**src/rtl/math_expr_arbiter.sv**
```systemverilog
// math_expr_arbiter: one shared math_expression core serving N
// requesters through round-robin arbitration with timeout abort.

// Two-stage pipelined core: q/rmd of ((a-b)*(3c+1) - 4d) mod 2^W.
module math_expression #(
   parameter int W = 16
) (
   input  logic                clk,
   input  logic                reset,
   input  logic                start,
   input  logic signed [W-1:0] a,
   input  logic signed [W-1:0] b,
   input  logic signed [W-1:0] c,
   input  logic signed [W-1:0] d,
   output logic                valid,
   output logic signed [W-1:0] q,
   output logic                rmd
);
   logic signed [W-1:0] diff;
   logic signed [W-1:0] c3;
   logic signed [W-1:0] d4;
   logic signed [W-1:0] num;
   logic                v1;

   // stage 1: operand difference, 3c+1 and 4d
   always_ff @(posedge clk) begin
      if (reset) begin
         v1   <= 1'b0;
         diff <= '0;
         c3   <= '0;
         d4   <= '0;
      end else begin
         v1 <= start;
         if (start) begin
            diff <= a - b;
            c3   <= (c <<< 1) + c + W'(1);
            d4   <= d <<< 2;
         end
      end
   end

   // stage 2: product minus 4d, single-cycle valid
   always_ff @(posedge clk) begin
      if (reset) begin
         valid <= 1'b0;
         num   <= '0;
      end else begin
         valid <= v1;
         if (v1) begin
            num <= diff * c3 - d4;
         end
      end
   end

   assign q   = num >>> 1;
   assign rmd = num[0];
endmodule

module math_expr_arbiter #(
   parameter int W       = 16,
   parameter int N       = 4,
   parameter int TIMEOUT = 8
) (
   input  logic                clk,
   input  logic                reset,
   input  logic [N-1:0]        req,
   input  logic [N*W-1:0]      op_a,
   input  logic [N*W-1:0]      op_b,
   input  logic [N*W-1:0]      op_c,
   input  logic [N*W-1:0]      op_d,
   output logic [N-1:0]        gnt,
   output logic [N-1:0]        resp_valid,
   output logic signed [W-1:0] resp_q,
   output logic                resp_rmd,
   output logic                resp_err,
   output logic                busy
);
   localparam int PW = $clog2(N);
   localparam int CW = $clog2(TIMEOUT);
   localparam logic [N-1:0] ONE = N'(1);

   typedef enum logic [1:0] {
      IDLE,
      ISSUE,
      WAIT,
      DONE
   } state_t;

   state_t              state;
   state_t              state_nx;
   logic [PW-1:0]       sel;
   logic [PW-1:0]       rr_ptr;
   logic [PW-1:0]       pick;
   logic [PW-1:0]       sel_inc;
   logic                found;
   logic [CW-1:0]       cnt;
   logic                abort;
   logic                abort_q;
   logic                start;
   logic                core_rst;
   logic                core_valid;
   logic                core_rmd;
   logic signed [W-1:0] core_q;
   logic signed [W-1:0] a_sel;
   logic signed [W-1:0] b_sel;
   logic signed [W-1:0] c_sel;
   logic signed [W-1:0] d_sel;

   // first set req bit at or above rr_ptr, wrapping around
   always_comb begin
      int j;
      j     = 0;
      pick  = '0;
      found = 1'b0;
      for (int k = 0; k < N; k++) begin
         j = int'(rr_ptr) + k;
         if (j >= N) j = j - N;
         if (!found && req[j]) begin
            found = 1'b1;
            pick  = PW'(j);
         end
      end
   end

   // operands of the owning requester feed the core
   always_comb begin
      a_sel = op_a[int'(sel)*W +: W];
      b_sel = op_b[int'(sel)*W +: W];
      c_sel = op_c[int'(sel)*W +: W];
      d_sel = op_d[int'(sel)*W +: W];
   end

   assign sel_inc  = (int'(sel) == N - 1) ? '0 : sel + PW'(1);
   assign core_rst = reset | abort_q;
   assign busy     = (state != IDLE);

   math_expression #(.W(W)) u_core (
      .clk   (clk),
      .reset (core_rst),
      .start (start),
      .a     (a_sel),
      .b     (b_sel),
      .c     (c_sel),
      .d     (d_sel),
      .valid (core_valid),
      .q     (core_q),
      .rmd   (core_rmd)
   );

   // state register
   always_ff @(posedge clk) begin
      if (reset) state <= IDLE;
      else       state <= state_nx;
   end

   // next state and timeout abort decision
   always_comb begin
      state_nx = state;
      abort    = 1'b0;
      unique case (state)
         IDLE:  if (found) state_nx = ISSUE;
         ISSUE: state_nx = WAIT;
         WAIT: begin
            if (core_valid) begin
               state_nx = DONE;
            end else if (cnt == CW'(TIMEOUT - 1)) begin
               abort    = 1'b1;
               state_nx = DONE;
            end
         end
         DONE:  state_nx = IDLE;
         default: state_nx = IDLE;
      endcase
   end

   // registered grant, start, response and pointer bookkeeping
   always_ff @(posedge clk) begin
      if (reset) begin
         sel        <= '0;
         rr_ptr     <= '0;
         cnt        <= '0;
         gnt        <= '0;
         start      <= 1'b0;
         resp_valid <= '0;
         resp_q     <= '0;
         resp_rmd   <= 1'b0;
         resp_err   <= 1'b0;
         abort_q    <= 1'b0;
      end else begin
         gnt        <= '0;
         start      <= 1'b0;
         resp_valid <= '0;
         abort_q    <= abort;
         cnt        <= (state == WAIT) ? cnt + CW'(1) : '0;
         if (state == IDLE && found) begin
            sel   <= pick;
            gnt   <= ONE << pick;
            start <= 1'b1;
         end
         if (state == WAIT && core_valid) begin
            resp_q     <= core_q;
            resp_rmd   <= core_rmd;
            resp_err   <= 1'b0;
            resp_valid <= ONE << sel;
         end else if (abort) begin
            resp_q     <= '0;
            resp_rmd   <= 1'b0;
            resp_err   <= 1'b1;
            resp_valid <= ONE << sel;
         end
         if (state == DONE) rr_ptr <= sel_inc;
      end
   end
endmodule

```
**config.mk**
```make
export PLATFORM = sky130hd
export DESIGN_NAME = math_expr_arbiter
export DESIGN_NICKNAME = d
export VERILOG_FILES = /design/src/rtl/math_expr_arbiter.sv
export SDC_FILE = /design/constraint.sdc
export NUM_CORES = 1
export LEC_CHECK = 0
export ABC_AREA = 1
export BUFFER_PORTS_ARGS = -buffer_cell sky130_fd_sc_hd__buf_4
export CORE_UTILIZATION = 50
export CTS_CLUSTER_SIZE = 12
export DETAILED_ROUTE_END_ITERATION = 7
export PLACE_DENSITY = 0.75
export SYNTH_ARGS = -nofsm -noshare
export SYNTH_HDL_FRONTEND = slang
export SYNTH_SLANG_ARGS = --single-unit
```
**constraint.sdc**
```tcl
create_clock -name clk -period 9.97 [get_ports clk]
set_input_delay 1.994 -clock clk [delete_from_list [all_inputs] [get_ports clk]]
set_output_delay 1.994 -clock clk [all_outputs]
set_load 0.02 [all_outputs]
```
**After elaboration in Yosys (flattened, before gate mapping)**

Index checks and enable logic that the tools add are counted.

- Output and inout port bits: 27
- Register bits after elaboration: 101

- Reduce and logical (&&, ||, !) cells: 15
- Order comparisons: 8
- Add/sub/neg operators: 13
- Multiply operators: 1
- Muxes and demuxes: 39
- Equal/unequal tests: 7
- Shift operators: 6
- Bitwise gates (word level): 3

Operator list:

| operator | number |
|---|---|
| indexed part select 64 x 7 -> 16 bit | 3 |
| less-than comparator 32 x 4 -> 1 bit (second input constant) | 4 |
| 2-to-1 mux 32 bit | 4 |
| indexed part select 64 x 7 -> 14 bit | 1 |
| 2-to-1 mux 16 bit | 2 |
| subtractor 16 bit | 2 |
| 2-to-1 mux 1 bit | 18 |
| adder 16 bit | 1 |
| adder 16 x 2 -> 16 bit (second input constant) | 1 |
| multiplier 16 x 16 -> 16 bit | 1 |
| 2-to-1 mux 2 bit | 8 |
| subtractor 3 x 3 -> 4 bit (second input constant) | 3 |
| >= comparator 3 bit (second input constant) | 3 |
| binary-select mux 1 bit (select 2 bit) | 4 |
| 2-to-1 mux 4 bit | 2 |
| one-hot mux 2 bit (4 select lines) | 1 |
| left shift 1 x 2 -> 4 bit (first input constant) | 2 |
| adder 2 x 2 -> 3 bit (second input constant) | 2 |
| OR reduction 2 bit | 3 |
| logical AND 1 bit | 5 |
| == test 2 x 1 -> 1 bit (second input constant) | 2 |
| == test 2 bit (second input constant) | 2 |
| nonzero test 2 bit | 2 |
| subtractor 2 x 3 -> 4 bit (second input constant) | 1 |
| 12 further kinds | 15 |

**Depth between registers and ports, before layout**

Gate-level depths: netlist of run 1.

- Depth in word-level cells: 18
- Gate-level depth with buffers: 30

**Hierarchy**

A second synthesis of run 1 with hierarchy kept.

- Cell total of the unflattened synthesis: 1,829
- Area total of the unflattened synthesis: 12,026.5 um2

By module, submodules not included:

| module | area each (um2) | times used | cells an instance |
|---|---|---|---|
| math_expression | 8,687.1 | 1 | 1,248 |
| math_expr_arbiter | 3,339.5 | 1 | 581 |

**Least setup slack after synthesis of run 1**

Ideal clock, no wire load.

- Path type: reg-to-reg
- Start: reg u_core.c3[2]
- End: reg u_core.num[14]
- Cell stages (with the launch flop): 21
- Data required time: 9,854 ps
- Slack: 4,867 ps
- Arrival: 4,987 ps
- Clock period less this slack: 5,103 ps
- Cell sequence: dfxtp_1 -> clkbuf_1 -> nand2_1 -> fa_1 -> fa_1 -> fa_1 -> inv_1 -> fa_1 -> fa_1 -> inv_1 -> fa_1 -> inv_1 -> ha_1 -> nand2_1 -> a21oi_1 -> a211oi_1 -> nand3_1 -> nand2_1 -> nand3_1 -> o211ai_1 -> inv_1

- Cells in the longest elaborated chain, start to end: 2

Ends and longest elaborated chain:

| item | RTL line | source |
|---|---|---|
| start: declaration | 20 | `logic signed [W-1:0] c3;` |
| start signal: assignment | 36 | `c3 <= (c <<< 1) + c + W'(1);` |
| multiplier 16 x 16 -> 16 bit | 50 | `num <= diff * c3 - d4;` |
| subtractor 16 bit | 50 |  |
| end signal: assignment | 50 |  |
| end: declaration | 22 | `logic signed [W-1:0] num;` |

No other way between the ends.
A chain may end at the register's enable or synchronous reset.

**Worst setup path after layout of run 1**

- Start: reg u_core.c3[2]
- End: reg u_core.num[15]

The elaborated chain is that of the path after synthesis.

==> run_results.csv, run 1 <==
group,metric,value,unit
critical_path,path_cells,"nand2_1, fa_1, fa_1, inv_1, fa_1, fa_1, fa_1, inv_1, fa_1, inv_1, ha_1, inv_1, nor3_1, nand3_1, nand3_1, inv_1, nand3_1, nand3_1, nand2_1, inv_1",
drt,ant_nets,0,
synthesis,synth_nets,2285,
flow_run,timing.max_cap.violations,0,
synthesis,synth-edff-count,0,
global_route,overflow,0,
critical_path,critPathMaxStageDelay,0.81,ns
clocking,cts_hold_buf,0,
layout,layout-drive-gt1-share,15.8,%
power_and_ir_drop,ir_drop,0.000268,V
synthesis,async_flop_share,0,%
die,io-pin-count,289,
synthesis,syn_inst,1827,
die,die_w,157,um
synthesis,synth_area,12000,um^2
synthesis,synth_seq_cells,100,
power_and_ir_drop,total_power,0.00514,W
global_route,grt_pass1_wl,58900,um
sta,slew_violations,0,
clocking,clock_path_buffers,2,
drt,remaining_drc_errors,0,
status,status,"completed",
placement,place_area,14100,um^2
layout,num-nets-final,2494,
worst_hold_path,hold_path.class,"register to register",
critical_path,critical_path.slowest_cell,"dfxtp_1",
layout,fin_cells,2360,
global_route,grt_pass1_vias,11700,
synthesis,synth_xor_area_share,1.83,%
global_route,grt_max_degree,90,
drt,wl,37100,um
global_route,antenna_found_initial,0,
clocking,cts_tree,"built",
critical_path,end_kind,"register",
synthesis,synth.area.top_cells,"dfxtp_1 17%, fa_1 16%, nand2_1 13%",
sta,min_period_over_period,57.2,%
sta,worst_pin_slew,0.907,ns
power_and_ir_drop,power_leakage,8.14,nW
layout,insertedDiodeCount,0,
critical_path,start_kind,"register",
critical_path,cp.arrival,5.96,ns
layout,multi_input_area,8100,um^2
synthesis,synthAdderAreaFrac,26.5,%
synthesis,synth_top_family_by_area,"adder cells",
critical_path,critPathKind,"register to register",
sta,hold_viol,0,
sta,rsz0062_at_grt,"false",
layout,fin_area,14400,um^2
layout,regArea,2010,um^2
sta,tns,0,ns
synthesis,ys_types,50,
clocking,cts_sinks,100,
placement,dpl.hpwl,29900,um
sta,period_needed,5.70,ns
drt,wl_per_cell,15.7,um
clocking,cts_buffers,9,
layout,n_fill_cell,2232,
critical_path,cp_max_fo,16,
drt,via_per_inst,5.18,
drt,drt_iter0_drc,686,
synthesis,synth_compound_area_share,17.0,%
die,coreArea,23500,um^2
synthesis,synth_area_leader_cell,"dfxtp_1",
synthesis,yosysMostFrequentCell,"nand2_1",
synthesis,ys.flop_type,"dfxtp_1",
sta,max_freq,0.175,GHz
sta,max_slew_margin,39.3,%
layout,areaGrowthSynthToFinish,20.8,%
placement,io_buffers,280,
drt,vias,12200,
synthesis,synth_seq_area_share,16.7,%
clocking,clk_latency,0.37,ns
synthesis,synth_mux_area_share,0.0837,%
clocking,postCtsSetupBuffers,0,
power_and_ir_drop,power.density,356,nW/um^2
sta,setup_viol,0,
placement,post-place-cells,2344,
critical_path,critical_path_required,10.23,ns
die,core.rowCount,56,
die,start_util,50.9,%
synthesis,syn_area_per_cell,6.55,um^2
clocking,ctsResizeCount,0,
placement,place_congestion,0.942,
synthesis,synth_top_area_share,16.7,%
synthesis,synthTopCellsByCount,"407 x nand2_1, 382 x inv_1, 174 x nor2_1, 142 x o21ai_0, 102 x a21oi_1",
clocking,htreeDepth,3,
global_route,grt_util_all_layers,31.0,%
clocking,cts.clk_slew.worst_paths,0.07,ns
synthesis,yosys_warnings,0,
die,dieArea,24500,um^2
drt,first_pass_iters,5,
sta,finClkSkew,0.0156,ns
clocking,root_buffer,"clkbuf_16",
synthesis,synth-simple-area-share,22.3,%
die,die_h,157,um
## placed cells by master (no fill, tap or decap), drive strengths merged, types with 2 or more instances in the layout
cell / instances
o22ai: 43
or2: 4
a21oi: 102
inv: 387
nand2: 411
o211ai: 8
nand3: 58
a32o: 14
xor2: 20
o221ai: 6
fa: 95
buf: 289
dfxtp: 100
clkinv: 7
a221oi: 2
a21o: 2
nand4: 8
nor3: 9
nand3b: 3
ha: 101
o21ai: 157
o21a: 2
xnor2: 5
nor2: 176
o31ai: 3
nor4: 2
clkbuf: 9
a31oi: 5
a32oi: 4
## per-layer routing
layer	global-route usage (%)	up-vias	share of wire (%)
met5	0	-	0
met3	3.82	75	5.4
li1	-	6127	-
met4	12.3	0	3.5
met2	57.1	409	51
met1	36.2	5617	40
## flip-flops by register name, summed over array words and instances (netlist names), 2 cells and up
name	flops
cnt	3
gnt	4
u_core.c3	16
state	2
resp_valid	4
rr_ptr	2
sel	2
u_core.d4	14
u_core.num	16
u_core.diff	16
resp_q	15
## where the power goes
group | leakage, nW | internal [W] | switching [W]
Clock | 0.152 | 0.000180 | 0.000177
Sequential | 0.819 | 0.000512 | 0.000248
Combinational | 7.17 | 0.00153 | 0.00249
## final timing paths
kind                                           startpoint                          end  slack, ns  cells after the start
worst min-delay path                    cnt[0]$_SDFF_PP0_            cnt[0]$_SDFF_PP0_       0.44                      1
worst max register to register  u_core.c3[2]$_SDFFE_PP0P_  u_core.num[15]$_SDFFE_PP0P_       4.27                     20
worst max-delay path            u_core.c3[2]$_SDFFE_PP0P_  u_core.num[15]$_SDFFE_PP0P_       4.27                     20
worst min register to register          cnt[0]$_SDFF_PP0_            cnt[0]$_SDFF_PP0_       0.44                      1
## worst max-delay path: cells and delay by family, from the launching register on
kind                     cells  cell delay [ns]
adder cells (fa/ha/maj)      7             3.47
buffers and inverters        6             0.33
flip-flops                   1             0.81
AND/OR/NAND/NOR              7             0.98
## per-stage QoR
step           hold slack [ns]  utilization [%]  setup slack [ns]
6_report                 0.438             61.5              4.27
5_1_grt                  0.442             61.5              3.99
4_1_cts                  0.433             61.5              4.29
3_5_place_dp             0.423             60.2              4.32
3_3_place_gp             0.410             60.2              4.39
2_1_floorplan            0.399                -              4.87
## cell families (layout without fill, tap and decap cells)
| group | after synthesis | after routing |
|---|---|---|
| muxes | 1 | 1 |
| xor gates and xnor gates | 25 | 25 |
| AOI/OAI and AO/OA | 355 | 355 |
| adders and majority gates | 196 | 196 |
| and+or+nand+nor | 672 | 672 |
| DFF | 100 | 100 |
| buffers and inverters | 478 | 692 |
## layout make-up
cell class	count	area share, %
clock buffers	9	1.56
clock inverters	7	0.615
inverters	387	10.1
multi-input cells	1249	56.1
flip-flops and latches	100	13.9
well taps	319	2.76
repair buffers	289	15.0
Note: power is estimated with default switching activity, not from simulation.
==> run 2: changes to the inputs <==
--- a/config.mk
+++ b/config.mk
@@ -10,7 +10,7 @@
 export CORE_UTILIZATION = 50
 export CTS_CLUSTER_SIZE = 12
 export DETAILED_ROUTE_END_ITERATION = 7
-export PLACE_DENSITY = 0.75
+export PLACE_DENSITY = 0.78
 export SYNTH_ARGS = -nofsm -noshare
 export SYNTH_HDL_FRONTEND = slang
 export SYNTH_SLANG_ARGS = --single-unit
==> constraint.sdc (replaced) <==
create_clock -name clk -period 4.8 [get_ports clk]
set_input_delay 0.96 -clock clk [delete_from_list [all_inputs] [get_ports clk]]
set_output_delay 0.96 -clock clk [all_outputs]
set_load 0.02 [all_outputs]
==> run_results.csv, run 2 (synthesis gave the netlist of run 1 again) <==
group,metric,value,unit
status,status,"complete, but fails checks",
status,violations,"setup timing",
critical_path,critPathMaxStageDelay,0.56,ns
sta,hold_viol,0,
placement,io_buffers,280,
clocking,cts.clk_slew.worst_paths,0.07,ns
placement,place_congestion,0.934,
clocking,cts_buffers,9,
sta,max_freq,0.202,GHz
drt,first_pass_iters,5,
layout,regArea,2060,um^2
die,start_util,50.9,%
clocking,htreeDepth,3,
drt,via_per_inst,5.20,
sta,slew_violations,0,
sta,min_period_over_period,103,%
global_route,grt_util_all_layers,31.1,%
sta,rsz0062_at_grt,"true",
clocking,cts_tree,"built",
layout,multi_input_area,8410,um^2
layout,areaGrowthSynthToFinish,29.8,%
drt,vias,12700,
sta,period_needed,4.95,ns
placement,dpl.hpwl,30600,um
layout,num-nets-final,2578,
global_route,grt_max_degree,127,
drt,wl,37300,um
die,io-pin-count,289,
die,dieArea,24500,um^2
clocking,clk_latency,0.37,ns
layout,final_common_cell,"nand2_1",
critical_path,cp.arrival,5.21,ns
die,die_w,157,um
sta,setup_viol,4,
layout,final_cell_mix,"387 x nand2_1, 364 x inv_1, 358 x buf_4, 172 x nor2_1, 138 x o21ai_0",
global_route,overflow,0,
layout,layout-drive-gt1-share,23.2,%
sta,tns,-0.367,ns
drt,wl_per_cell,15.3,um
sta,worst_slack,-0.146,ns
drt,remaining_drc_errors,0,
clocking,root_buffer,"clkbuf_16",
die,coreArea,23500,um^2
global_route,antenna_found_initial,0,
global_route,grt_pass1_wl,60300,um
critical_path,crit_top_cell,"fa_1",
sta,worst_pin_slew,0.889,ns
critical_path,critPathKind,"register to register",
critical_path,cp_max_fo,7,
flow_run,timing.max_cap.violations,0,
layout,top_regs,"u_core.c3 (16), u_core.diff (16), u_core.num (16)",
sta,max_slew_margin,40.5,%
critical_path,end_kind,"register",
sta,finClkSkew,0.0163,ns
critical_path,critical_path.slowest_cell,"fa_1",
clocking,cts_hold_buf,0,
clocking,cts_sinks,100,
drt,drt_iter0_drc,664,
critical_path,path_cells,"buf_6, nand2_2, fa_1, fa_1, inv_1, ha_1, inv_2, fa_1, inv_1, fa_1, inv_2, fa_1, inv_2, ha_4, nand2_4, o21ai_4, a21oi_2, o211a_1, xor2_2, o21ai_1, inv_1",
layout,n_fill_cell,2077,
layout,insertedDiodeCount,0,
drt,ant_nets,0,
die,core.rowCount,56,
worst_hold_path,hold_path.class,"register to register",
layout,fin_util,66.1,%
critical_path,critical_path.top_delay_family,"adder cells",
clocking,clock_path_buffers,2,
die,die_h,157,um
critical_path,critical_path_required,5.06,ns
global_route,grt_pass1_vias,12600,
critical_path,start_kind,"register",
critical_path,critPathBufInv,7,
## run 2: through the flow
step                cell area, um^2  hold slack [ns]  std cells  worst slack (ns)
finish                        15500            0.445       2444            -0.146
floorplan                     12100            0.399       1827          -0.00251
global route                  15500            0.469       2444            -0.330
global placement              14800            0.408       2420            -0.246
CTS                           15200            0.448       2438            -0.103
detailed placement            14800            0.437       2420            -0.325
## run 2: repair_timing
action,4_1_cts,5_1_grt
pin swaps,25,39
setup buffers,3,7
gates resized for setup,50,65
setup endpoints to repair,6,7
## run 2: path summary, 6_finish.rpt
kind	from	endpoint	slack (ns)	cells after the start
setup / recovery	u_core.diff[7]$_SDFFE_PP0P_	u_core.num[12]$_SDFFE_PP0P_	-0.15	21
hold / removal	cnt[0]$_SDFF_PP0_	cnt[0]$_SDFF_PP0_	0.45	1
setup reg to reg	u_core.diff[7]$_SDFFE_PP0P_	u_core.num[12]$_SDFFE_PP0P_	-0.15	21
hold reg to reg	cnt[0]$_SDFF_PP0_	cnt[0]$_SDFF_PP0_	0.45	1
## run 2: per-layer routing
layer	GRT usage (%)	share of wire [%]	vias to the layer above
met5	0	0	-
met4	14.1	4.3	0
met3	4.54	4.6	96
met2	57.7	51	388
met1	35.1	40	5930
li1	-	-	6302
## run 2: layout make-up
type | count | share of cell area [%]
Inverter | 387 | 9.37
Sequential cell | 100 | 13.3
Tap cell | 319 | 2.57
Timing Repair Buffer | 373 | 18.6
Clock buffer | 9 | 1.45
Clock inverter | 7 | 0.516
Multi-Input combinational cell | 1249 | 54.2
Power of run 2 is not shown: default switching activity piles up to over one toggle a cycle in this logic, so the estimate is an artifact.
==> run 3: changes to the inputs <==
--- a/config.mk
+++ b/config.mk
@@ -5,12 +5,12 @@
 export SDC_FILE = /design/constraint.sdc
 export NUM_CORES = 1
 export LEC_CHECK = 0
-export ABC_AREA = 1
+export ABC_AREA = 0
 export BUFFER_PORTS_ARGS = -buffer_cell sky130_fd_sc_hd__buf_4
 export CORE_UTILIZATION = 50
 export CTS_CLUSTER_SIZE = 12
 export DETAILED_ROUTE_END_ITERATION = 7
-export PLACE_DENSITY = 0.78
+export PLACE_DENSITY = 0.79
 export SYNTH_ARGS = -nofsm -noshare
 export SYNTH_HDL_FRONTEND = slang
 export SYNTH_SLANG_ARGS = --single-unit
==> run_results.csv, run 3 <==
group,metric,value,unit
status,status,"complete, but fails checks",
status,violations,"setup timing",
sta,max_slew_margin,51.1,%
global_route,antenna_found_initial,3,
sta,worst_slack,-0.401,ns
critical_path,cp.arrival,5.42,ns
synthesis,synth_area,11100,um^2
die,start_util,50.9,%
critical_path,cp_max_fo,5,
synthesis,synth_seq_cells,100,
synthesis,synthAdderAreaFrac,28.6,%
placement,dpl.hpwl,25000,um
layout,layout-drive-gt1-share,36.6,%
flow_run,timing.max_cap.violations,0,
drt,ant_nets,0,
worst_hold_path,hold_path.class,"register to register",
synthesis,yosysMostFrequentCell,"inv_1",
drt,first_pass_iters,5,
placement,io_buffers,280,
critical_path,critical_path_required,5.02,ns
sta,rsz0062_at_grt,"true",
sta,max_freq,0.192,GHz
synthesis,synth_top_family_by_area,"adder cells",
clocking,cts_hold_buf,0,
sta,hold_viol,0,
sta,slew_violations,0,
synthesis,ys.flop_type,"dfxtp_1",
synthesis,synthTopCellsByCount,"193 x inv_1, 101 x ha_1, 100 x dfxtp_1, 100 x nor2_1, 95 x fa_1",
synthesis,synth.area.top_cells,"dfxtp_1 18%, fa_1 17%, mux4_2 12%",
die,coreArea,21800,um^2
synthesis,synth-edff-count,0,
synthesis,syn_inst,1184,
synthesis,synth_xor_area_share,4.95,%
sta,finClkSkew,0.0196,ns
drt,drt_iter0_drc,459,
clocking,clk_latency,0.36,ns
die,dieArea,22800,um^2
synthesis,syn_area_per_cell,9.36,um^2
synthesis,synth_nets,1642,
power_and_ir_drop,power_leakage,6.82,nW
global_route,grt_max_degree,47,
power_and_ir_drop,ir_drop,0.000595,V
clocking,clock_path_buffers,2,
layout,top_regs,"u_core.c3 (16), u_core.diff (16), u_core.num (16)",
sta,holdWs,0.435,ns
drt,remaining_drc_errors,0,
die,die_h,151,um
critical_path,end_kind,"register",
clocking,htreeDepth,3,
sta,min_period_over_period,108,%
synthesis,synth_compound_area_share,8.93,%
synthesis,synth_seq_area_share,18.1,%
power_and_ir_drop,power.density,626,nW/um^2
global_route,grt_pass1_wl,49100,um
synthesis,async_flop_share,0,%
critical_path,start_kind,"register",
die,die_w,151,um
sta,tns,-1.57,ns
layout,final_common_cell,"buf_4",
clocking,cts_sinks,100,
drt,wl_per_cell,17.4,um
synthesis,yosys_warnings,0,
layout,num-nets-final,1966,
layout,final_cell_mix,"358 x buf_4, 175 x inv_1, 100 x nor2_1, 91 x fa_1, 82 x ha_1",
die,core.rowCount,54,
layout,areaGrowthSynthToFinish,33.9,%
sta,worst_pin_slew,0.733,ns
drt,via_per_inst,5.37,
sta,period_needed,5.20,ns
global_route,overflow,0,
die,io-pin-count,289,
drt,wl,31300,um
clocking,cts_buffers,9,
clocking,cts_tree,"built",
drt,vias,9647,
clocking,root_buffer,"clkbuf_16",
synthesis,ys_types,64,
critical_path,critPathKind,"register to register",
placement,place_congestion,0.925,
synthesis,synth_area_leader_cell,"dfxtp_1",
synthesis,synth_top_area_share,18.1,%
global_route,grt_util_all_layers,28.2,%
clocking,cts.clk_slew.worst_paths,0.07,ns
global_route,grt_pass1_vias,10100,
sta,setup_viol,6,
synthesis,synth-simple-area-share,14.9,%
synthesis,synth_mux_area_share,15.8,%
## run 3: cell count changes after synthesis, moves of 61 or more
cell / previous run / this run
nand2_1: 407 / 72
nor2_1: 174 / 100
a21oi_1: 102 / 33
inv_1: 382 / 193
mux4_2: 0 / 61
o21ai_0: 142 / 22
and2_1: 1 / 89
## run 3: power breakdown
group	total, W	internal, W	leakage, nW	switching [W]
Combinational	0.00724	0.00375	5.85	0.00349
Sequential	0.00133	0.00103	0.827	0.000303
Clock	0.000712	0.000364	0.138	0.000348
## run 3: final timing paths
check | start | endpoint | slack, ns | cells past startpoint
worst max-delay path | u_core.c3[4]$_SDFFE_PP0P_ | u_core.num[15]$_SDFFE_PP0P_ | -0.40 | 17
worst min-delay path | cnt[0]$_SDFF_PP0_ | cnt[0]$_SDFF_PP0_ | 0.44 | 1
worst min register to register | cnt[0]$_SDFF_PP0_ | cnt[0]$_SDFF_PP0_ | 0.44 | 1
worst max register to register | u_core.c3[4]$_SDFFE_PP0P_ | u_core.num[15]$_SDFFE_PP0P_ | -0.40 | 17
## run 3: layout make-up
| cell class | count | area (um^2) |
|---|---|---|
| timing repair buffer | 374 | 2890 |
| multi-input combinational | 830 | 8520 |
| antenna | 3 | 7.51 |
| clock buffer | 10 | 229 |
| inverter | 193 | 724 |
| sequential | 100 | 2060 |
| fill | 1574 | 6910 |
| tap | 280 | 350 |
| clock inverter | 6 | 61.3 |
## run 3: per-layer routing
| metal | global-route usage [%] | vias to the layer above | routed length, um |
|---|---|---|---|
| li1 | - | 4566 | - |
| met1 | 33.4 | 4691 | 12300 |
| met2 | 49.4 | 306 | 16300 |
| met3 | 4.13 | 84 | 1350 |
| met4 | 14.5 | 0 | 1440 |
| met5 | 0 | - | 0 |
## run 3: cells by family after synthesis
family | count (synthesis)
simple gates | 331
buf+inv | 254
fa+ha+maj | 196
compound gates | 143
flops | 100
mux | 99
xor+xnor | 61
## run 3: timing repair
action,in CTS,in global routing
gates resized for setup,80,33
buffers inserted,14,8
setup endpoints to repair,6,7
pin swaps,33,35
## run 3: per-stage QoR
| stage | instance area (um^2) | total power, W | util (%) | cells | worst slack, ns |
|---|---|---|---|---|---|
| 2_1_floorplan | 11200 | 0.00515 | - | 1184 | -0.0710 |
| 3_3_place_gp | 13900 | 0.00686 | 64.1 | 1760 | -0.382 |
| 3_5_place_dp | 13900 | 0.00706 | 64.1 | 1760 | -0.526 |
| 4_1_cts | 14700 | 0.00869 | 67.5 | 1789 | -0.372 |
| 5_1_grt | 14800 | 0.0100 | 68.2 | 1796 | -0.576 |
| 6_report | 14800 | 0.00929 | 68.2 | 1796 | -0.401 |
## run 3: worst max-delay path, stage by stage, from the launching register on
cell and delay [ns]:
dfxtp_4 0.37, buf_4 0.15, and2_4 0.16, fa_1 0.52, fa_1 0.49, inv_1 0.05
fa_1 0.46, fa_1 0.54, fa_1 0.45, fa_2 0.38, xor2_1 0.18, xnor2_1 0.19
xnor2_1 0.18, xnor2_1 0.17, xnor2_1 0.18, xnor3_1 0.43, mux2i_1 0.13, nor2_1 0.05
